[src/rtl/apb_pkg.sv]
// rtl/apb_pkg.sv - shared types, constants and helpers for the APB requester
// Purpose: state encoding, word-alignment mask and strobe-width helper used
//          by apb_master.
// Ports:   none (package).
package apb_pkg;

   typedef enum logic [1:0] {
      IDLE   = 2'd0,
      SETUP  = 2'd1,
      ACCESS = 2'd2,
      RESP   = 2'd3
   } apb_state_t;

   // Byte-offset bits that must be zero for a word-aligned access.
   localparam logic [1:0] ALIGN_MASK = 2'b11;

   function automatic int strb_width(input int data_width);
      return data_width / 8;
   endfunction

endpackage

[src/rtl/apb_watchdog.sv]
// rtl/apb_watchdog.sv - bounded wait-state counter for the APB ACCESS phase
// Purpose: counts ACCESS cycles with pready low and flags expiry on the cycle
//          in which the count would reach TIMEOUT. TIMEOUT=0 disables it.
// Ports:   pclk, presetn  clock / async active-low reset
//          clear          zero the count (transfer entering SETUP)
//          count_en       ACCESS cycle with pready low
//          expired        abort this cycle (combinational, qualified by count_en)
module apb_watchdog #(
   parameter int TIMEOUT = 16
) (
   input  logic pclk,
   input  logic presetn,
   input  logic clear,
   input  logic count_en,
   output logic expired
);

   generate
      if (TIMEOUT == 0) begin : g_off
         assign expired = 1'b0;
      end else begin : g_on
         localparam int CW = $clog2(TIMEOUT + 1);
         logic [CW-1:0] count;

         always_ff @(posedge pclk or negedge presetn) begin
            if (!presetn) begin
               count <= '0;
            end else if (clear) begin
               count <= '0;
            end else if (count_en) begin
               count <= count + CW'(1);
            end
         end

         // The current waiting cycle is number count+1; when that equals
         // TIMEOUT the transfer is abandoned. A pready in that same cycle
         // deasserts count_en, so the response wins.
         assign expired = count_en && (count == CW'(TIMEOUT - 1));
      end
   endgenerate

endmodule

[src/rtl/apb_master.sv]
// rtl/apb_master.sv - single-outstanding CPU to APB requester
// Purpose: converts a held CPU load/store request into an APB SETUP/ACCESS
//          transfer, rejects misaligned addresses without a bus cycle, and
//          aborts a transfer whose responder stalls for TIMEOUT wait states.
// Ports:   pclk, presetn                      clock / async active-low reset
//          cpu_req/we/addr/wdata/strb         CPU request (held until cpu_done)
//          cpu_rdata/cpu_done/cpu_err         CPU response, valid on cpu_done
//          paddr/pdata/pwrite/pstb/psel/penable  APB request signals
//          prdata/pready/perr                 APB responder signals
module apb_master
   import apb_pkg::*;
#(
   parameter int ADDR_WIDTH = 32,
   parameter int DATA_WIDTH = 32,
   parameter int TIMEOUT    = 16
) (
   input  logic                              pclk,
   input  logic                              presetn,
   input  logic                              cpu_req,
   input  logic                              cpu_we,
   input  logic [ADDR_WIDTH-1:0]             cpu_addr,
   input  logic [DATA_WIDTH-1:0]             cpu_wdata,
   input  logic [strb_width(DATA_WIDTH)-1:0] cpu_strb,
   output logic [DATA_WIDTH-1:0]             cpu_rdata,
   output logic                              cpu_done,
   output logic                              cpu_err,
   output logic [ADDR_WIDTH-1:0]             paddr,
   output logic [DATA_WIDTH-1:0]             pdata,
   input  logic [DATA_WIDTH-1:0]             prdata,
   output logic                              psel,
   output logic                              penable,
   output logic                              pwrite,
   output logic [strb_width(DATA_WIDTH)-1:0] pstb,
   input  logic                              pready,
   input  logic                              perr
);

   localparam int SW = strb_width(DATA_WIDTH);

   apb_state_t              state, state_nxt;
   logic [ADDR_WIDTH-1:0]   addr_q;
   logic [DATA_WIDTH-1:0]   wdata_q;
   logic [DATA_WIDTH-1:0]   rdata_q;
   logic [SW-1:0]           strb_q;
   logic                    we_q;
   logic                    err_q;
   logic                    misaligned;
   logic                    start;
   logic                    wd_expired;

   assign misaligned = |(cpu_addr[1:0] & ALIGN_MASK);
   assign start      = (state == IDLE) && cpu_req && !misaligned;

   apb_watchdog #(
      .TIMEOUT (TIMEOUT)
   ) u_watchdog (
      .pclk     (pclk),
      .presetn  (presetn),
      .clear    (start),
      .count_en ((state == ACCESS) && !pready),
      .expired  (wd_expired)
   );

   always_ff @(posedge pclk or negedge presetn) begin
      if (!presetn) begin
         state <= IDLE;
      end else begin
         state <= state_nxt;
      end
   end

   always_comb begin
      state_nxt = state;
      psel      = 1'b0;
      penable   = 1'b0;
      cpu_done  = 1'b0;
      case (state)
         IDLE: begin
            if (cpu_req) begin
               state_nxt = misaligned ? RESP : SETUP;
            end
         end
         SETUP: begin
            psel      = 1'b1;
            state_nxt = ACCESS;
         end
         ACCESS: begin
            psel    = 1'b1;
            penable = 1'b1;
            if (pready || wd_expired) begin
               state_nxt = RESP;
            end
         end
         RESP: begin
            cpu_done  = 1'b1;
            state_nxt = IDLE;
         end
         default: state_nxt = IDLE;
      endcase
   end

   // Request registers feed the bus for all of SETUP/ACCESS; response
   // registers only change on the way into RESP, so they hold between
   // completions.
   always_ff @(posedge pclk or negedge presetn) begin
      if (!presetn) begin
         addr_q  <= '0;
         wdata_q <= '0;
         we_q    <= 1'b0;
         strb_q  <= '0;
         rdata_q <= '0;
         err_q   <= 1'b0;
      end else begin
         if ((state == IDLE) && cpu_req) begin
            if (misaligned) begin
               rdata_q <= '0;
               err_q   <= 1'b1;
            end else begin
               addr_q  <= cpu_addr;
               wdata_q <= cpu_wdata;
               we_q    <= cpu_we;
               strb_q  <= cpu_we ? cpu_strb : '0;
            end
         end
         if (state == ACCESS) begin
            if (pready) begin
               rdata_q <= we_q ? '0 : prdata;
               err_q   <= perr;
            end else if (wd_expired) begin
               rdata_q <= '0;
               err_q   <= 1'b1;
            end
         end
      end
   end

   assign paddr     = addr_q;
   assign pdata     = wdata_q;
   assign pwrite    = we_q;
   assign pstb      = strb_q;
   assign cpu_rdata = rdata_q;
   assign cpu_err   = err_q;

endmodule

[config.mk]
export PLATFORM = sky130hd
export DESIGN_NAME = apb_master
export DESIGN_NICKNAME = d
export VERILOG_FILES = /design/src/rtl/apb_pkg.sv /design/src/rtl/apb_watchdog.sv /design/src/rtl/apb_master.sv
export SDC_FILE = /design/constraint.sdc
export NUM_CORES = 1
export LEC_CHECK = 0
export ABC_AREA = 0
export CORE_MARGIN = 4
export CORE_UTILIZATION = 29
export DETAILED_ROUTE_END_ITERATION = 6
export SLEW_MARGIN = 20
export SYNTH_ARGS = -nofsm -noshare
export SYNTH_HDL_FRONTEND = slang
export SYNTH_SLANG_ARGS = --single-unit
[constraint.sdc]
create_clock -name pclk -period 2.5 [get_ports pclk]
set_input_delay 0.5 -clock pclk [delete_from_list [all_inputs] [get_ports pclk]]
set_output_delay 0.5 -clock pclk [all_outputs]
set_load 0.02 [all_outputs]
==> results of run 1 <==
per-layer routing:
layer | up-vias | GRT usage [%]
li1 | 1722 | -
met1 | 1671 | 18.7
met2 | 170 | 23.6
met3 | 9 | 6.52
met4 | 0 | 3.77
met5 | - | 0
worst paths after layout:
path                                end  slack (ns)  depth (start not counted)
max                             penable        0.16                          3
min                        cpu_rdata[8]        0.13                          1
max reg2reg                cpu_rdata[2]        0.44                          6
min reg2reg                     pstb[1]        0.47                          2
max in group asynchronous      paddr[8]        1.77                          2
min in group pclk               pstb[1]        0.47                          2
power by group:
group	leakage [nW]	total [mW]	switching [mW]	internal, mW
clock network	0.149	1.47	0.634	0.838
registers	1.39	2.95	0.431	2.52
logic	1.67	3.85	1.98	1.87
total	3.22	8.28	3.05	5.24
stage by stage:
stage | cell area, µm² | util, % | worst slack, ns | hold slack, ns | power (mW)
after floorplan | 4220 | - | 0.908 | 0.204 | 4.88
after global placement | 6510 | 46.4 | 0.447 | 0.454 | 6.82
after detailed placement | 6510 | 46.4 | 0.389 | 0.459 | 6.88
after CTS | 6820 | 48.6 | 0.131 | 0.138 | 8.42
after global routing | 6820 | 48.6 | 0.0471 | 0.159 | 8.82
final | 6820 | 48.6 | 0.160 | 0.132 | 8.28
area by class of cell:
class | count | area [µm²]
Timing Repair Buffer | 215 | 2190
Sequential cell | 109 | 2730
Clock inverter | 4 | 55.1
Inverter | 4 | 15.0
Fill cell | 1301 | 7220
Tap cell | 180 | 225
Clock buffer | 12 | 256
Multi-Input combinational cell | 274 | 1350
flip-flops by register name, indices dropped and copies added (netlist names):
name	flops
cpu_rdata	32
pstb	4
u_watchdog.g_on.count	5
state	2
pwrite	1
paddr	32
pdata	32
cpu_err	1
synthesized netlist by cell type:
cell	instances	area [µm²]
and3_1	1	6.26
or3_1	1	6.26
nand3b_1	1	7.51
nor2_1	9	33.8
a21oi_1	4	20.0
o21ai_0	1	5.00
nor2b_1	1	6.26
mux2i_1	2	20.0
nand2b_2	1	8.76
o21a_2	1	8.76
dfrtp_1	109	2730
nand3_1	5	25.0
inv_1	4	15.0
nor2_2	1	6.26
a22o_1	32	280
o21ai_1	1	5.00
buf_4	6	45.0
buf_6	3	33.8
and4bb_2	1	12.5
xor2_1	2	17.5
and2_1	2	12.5
clkbuf_1	5	18.8
ha_1	6	75.1
buf_2	8	40.0
nand2_1	199	747
mux2_2	2	22.5
nand4bb_1	1	11.3
kinds of logic (layout without fill, tap and decap cells):
family / after synthesis / after routing / share of synthesized area [%]
flip-flops: 109 / 109 / 64.7
XOR/XNOR: 2 / 2 / 0.415
multiplexers: 4 / 4 / 1.01
buffers and inverters: 26 / 235 / 3.62
AO/OA/AOI/OAI: 39 / 39 / 7.56
adder cells (fa/ha/maj): 6 / 6 / 1.78
AND/OR/NAND/NOR: 223 / 223 / 20.9
critical path: stages, from the launching register on:
cell             delay (ns)
dfrtp_1                0.38
inv_1                  0.13
ha_1                   0.31
clkdlybuf4s50_1        0.68
==> metrics.cfg, run 1 <==
[outcome]
outcome=complete, no violations

[worst_setup_path]
cp.required_ns=2.00
critPathLaunchType=flop
worstPathMaxFanout=7
cp_data_arrival_time_ns=1.84
endpoint_kind=output port
crit_path_start=state[0]
r2r-start=u_watchdog.g_on.count[0]
critPathKind=reg2out

[clock_network]
clk_latency_ns=0.34
cts_tree=yes
path_clk_slew_ns=0.07
clockRootBuffer=clkbuf_16
post_cts_resized=0
numCtsBuffers=9
post_cts.repair.setup_buffers=0
clockBufferDepth=2
clock-sinks=109
postCtsHoldBufs=0
h-tree-depth=3

[detailed_routing]
vias_per_cell=4.48
met2_length_mm=5.38
wl_per_cell_um=15.2
wl_met1_mm=5.41
drtIter0Drc=136
drtPass1Iterations=4
top_layer_used=met4
wl_met3_mm=1.24
ant_nets=0
drc=0
num_vias=3572
wl_mm=12.2

[timing]
hold_viol_final=0
slew_violations=0
worst_slew_pin_slew_ns=0.647
rsz0062_at_grt=no
final.min_clock_period_ns=2.34
fmax_mhz=427
tns_ns=0
maxSlewHeadroom_pct=56.9
setup_viol=0
fin_skew_ns=0.00579
fin_crit_sh_pct=93.6

[global_route]
grt_use_total_pct=14.9
antenna_found_initial=0
gr-total-overflow=0
grt_pass1_wl_mm=19.4
grt_max_degree=73
grt_pass1_vias=3754

[layout]
syn_to_final_growth_pct=61.7
fin_nets=725
layout_commonest_cell=clkdlybuf4s50_1
diodes=0
final_cell_mix=clkdlybuf4s50_1 (209), nand2_1 (199), dfrtp_1 (109)
fin_cells=798
layout-drive-gt1-share_pct=4.53

[yosys]
syn_area_mm2=0.00422
yosys_warnings=0
syn_inst=409
postSynthAreaPerCell_um2=10.3
syn-num-nets=521
yosysUniqueCellTypes=27
ys_seq_area_share_pct=64.7
synth_seq_cells=109

[die]
ios=211
fp.coreArea_mm2=0.0140
die_width_um=129
start_util_pct=30.0
num_rows=43
fp.dieH_um=129
die-area_mm2=0.0165

[worst_hold_path]
hold_path.class=in2async

[power]
power_leakage_nw=3.22
powerDensity_mw_per_mm2=1210
vdd_drop_max_mv=0.727

[placement]
dp.cells=782
place_congestion=0.807
dp.final_hpwl_mm=8.67
portBuffers=210

[run]
maxCapViolations=0

Note: power is estimated with default switching activity, not from simulation.
==> run 2: changes to the inputs <==
Settings changed: HOLD_SLACK_MARGIN set to 0.08.
Clock period 2.5 ns to 2.6 ns, I/O delays scaled along.
==> run 2 against run 1 <==
Effect of this change: final area fell by 0.29%; clock power fell by 3%; sequential cell count did not move; clock skew barely moved; first-iteration DRC count fell by 19%; routed wire length fell by 0.45%; hold slack got worse by 0.017 ns; non-clock buffer count rose by 1; register-to-register slack improved by 0.10 ns; count of clock-buffer cells in the layout did not move; sequential share of layout area rose by 0.12 points; global-route usage barely moved; largest power group unchanged.
==> metrics.cfg, run 2 (synthesis gave the netlist of run 1 again) <==
[worst_setup_path]
cp_data_arrival_time_ns=1.82  ; was 1.84 ns
critPathTopFamily=buffers and inverters  ; unchanged
critPathKind=reg2out  ; unchanged
worstPathMaxFanout=7  ; unchanged
r2r-start=u_watchdog.g_on.count[0]  ; unchanged
crit_slowest_cell=clkdlybuf4s50_1  ; unchanged
cp.required_ns=2.08  ; was 2.00 ns
r2r_setup_slack_ns=0.54  ; was 0.44 ns
rr_worst_depth=6  ; unchanged
slowest_delay_ns=0.67  ; was 0.68 ns
endpoint_kind=output port  ; unchanged
reg2reg_to=cpu_rdata[30]  ; was cpu_rdata[2]
path_buf_inv=2  ; unchanged
critPathLaunchType=flop  ; unchanged
path_cells=inv_1, ha_1, clkdlybuf4s50_1  ; unchanged

[timing]
tns_ns=0  ; unchanged
rsz0062_at_grt=no  ; unchanged
slew_violations=0  ; unchanged
fin_skew_ns=0.00578  ; was 0.00579 ns
fin_crit_sh_pct=89.9
maxSlewHeadroom_pct=55.8  ; was 56.9%
fmax_mhz=428
hold_viol_final=0  ; unchanged
final.min_clock_period_ns=2.34
setup_viol=0  ; unchanged
worst_slew_pin_slew_ns=0.663  ; was 0.647 ns

[layout]
fin_nets=726  ; was 725
diodes=0  ; unchanged
layout_commonest_cell=clkdlybuf4s50_1  ; unchanged
final_cell_mix=clkdlybuf4s50_1 (209), nand2_1 (199), dfrtp_1 (109)  ; unchanged
layout-drive-gt1-share_pct=4.36  ; was 4.53%
final_util_pct=48.4  ; was 48.6%
syn_to_final_growth_pct=61.2  ; was 61.7%

[worst_hold_path]
hold_path.class=in2async  ; unchanged

[global_route]
gr-total-overflow=0  ; unchanged
grt_use_total_pct=14.8  ; was 14.9%
grt_pass1_vias=3655  ; was 3754
antenna_found_initial=0  ; unchanged
grt_max_degree=73  ; unchanged
grt_pass1_wl_mm=19.4  ; about the same

[clock_network]
clk_latency_ns=0.34  ; about the same
clockBufferDepth=2  ; unchanged
post_cts_resized=0  ; unchanged
path_clk_slew_ns=0.07  ; about the same
postCtsHoldBufs=0  ; unchanged
h-tree-depth=3  ; unchanged
cts_tree=yes  ; unchanged
clock-sinks=109  ; unchanged
numCtsBuffers=9  ; unchanged
post_cts.repair.setup_buffers=0  ; unchanged
clockRootBuffer=clkbuf_16  ; unchanged

[detailed_routing]
wl_per_cell_um=15.2  ; about the same
wl_mm=12.1  ; was 12.2 mm
vias_per_cell=4.44  ; was 4.48
drtPass1Iterations=4  ; unchanged
drc=0  ; unchanged
num_vias=3549  ; was 3572
ant_nets=0  ; unchanged
drtIter0Drc=110  ; was 136

[placement]
dp.final_hpwl_mm=8.82  ; was 8.67 mm
place_congestion=0.802  ; was 0.807
portBuffers=210  ; unchanged

[run]
maxCapViolations=0  ; unchanged

[die]
die_width_um=129  ; unchanged
ios=211  ; unchanged
fp.dieH_um=129  ; unchanged
die-area_mm2=0.0165  ; unchanged
start_util_pct=30.0  ; unchanged
fp.coreArea_mm2=0.0140  ; unchanged
num_rows=43  ; unchanged

[power]
p_clk_share_pct=17.9  ; was 17.8%
powerDensity_mw_per_mm2=1170  ; was 1210 mW/mm²
power_frac_comb_pct=46.3  ; was 46.5%
switching_share_pct=36.4  ; was 36.8%
switchingPower_mw=2.90  ; was 3.05 mW
p_seq_share_pct=35.7  ; about the same
power_leakage_nw=3.21  ; was 3.22 nW
vdd_drop_max_mv=0.603  ; was 0.727 mV
intPower_mw=5.07  ; was 5.24 mW

[outcome]
outcome=complete, no violations  ; unchanged

[run 2: cell types whose count changed in the layout (fill, tap and decap cells not counted), moves of 2 or more]
cell	change
buf_12	-2
buf_4	+3
clkbuf_8	-2
clkbuf_1	+2
[run 2: power by group through the flow]
stage,clock network (mW),logic [mW],registers [mW]
floorplan,0,1.03,3.66
CTS,1.49,3.76,2.86
detailed placement,0,3.75,2.87
global route,1.56,3.98,2.96
finish,1.43,3.69,2.85
global placement,0,3.69,2.87
[run 2: per-layer routing]
metal | up-vias | share of wire [%] | global-route usage [%]
li1 | 1716 | - | -
met1 | 1659 | 44 | 19.5
met2 | 165 | 44 | 22.7
met3 | 9 | 10 | 6.10
met4 | 0 | 1.2 | 4.32
met5 | - | 0 | 0
[run 2: metrics by stage]
step | hold slack, ns | power [mW] | instances | worst slack [ns] | instance area (µm²)
CTS | 0.118 | 8.11 | 799 | 0.229 | 6800
floorplan | 0.224 | 4.69 | 409 | 1.01 | 4220
global route | 0.131 | 8.49 | 799 | 0.157 | 6800
global placement | 0.453 | 6.56 | 783 | 0.552 | 6490
detailed placement | 0.457 | 6.62 | 783 | 0.501 | 6490
finish | 0.114 | 7.97 | 799 | 0.263 | 6800
[run 2: area by class of cell]
cell class	count	area (µm²)
clock buffers	12	236
clock inverters	4	72.6
fillers	1294	7240
inverters	4	15.0
multi-input cells	274	1350
flip-flops and latches	109	2730
well taps	180	225
repair buffers	216	2170
[run 2: worst reg2reg max path, stage by stage, from the launching register on]
cell     delay [ns]
dfrtp_1        0.40
ha_1           0.23
and3_1         0.19
ha_1           0.19
o21ai_1        0.14
o21a_2         0.59
a22o_1         0.27
[run 2: how the worst max path moves through the flow]
stage / to / from / depth (start not counted)
floorplan: cpu_rdata[10] / state[0] / 6
global placement: cpu_rdata[27] / pready / 4
detailed placement: cpu_rdata[0] / pready / 4
CTS: penable / state[0] / 3
global route: penable / state[0] / 3
finish: penable / state[0] / 3
==> run 3: changes to the inputs <==
Settings changed: TNS_END_PERCENT set to 1.
==> results of run 3 <==
The final DEF is identical to that of run 2; final timing and power are the same.
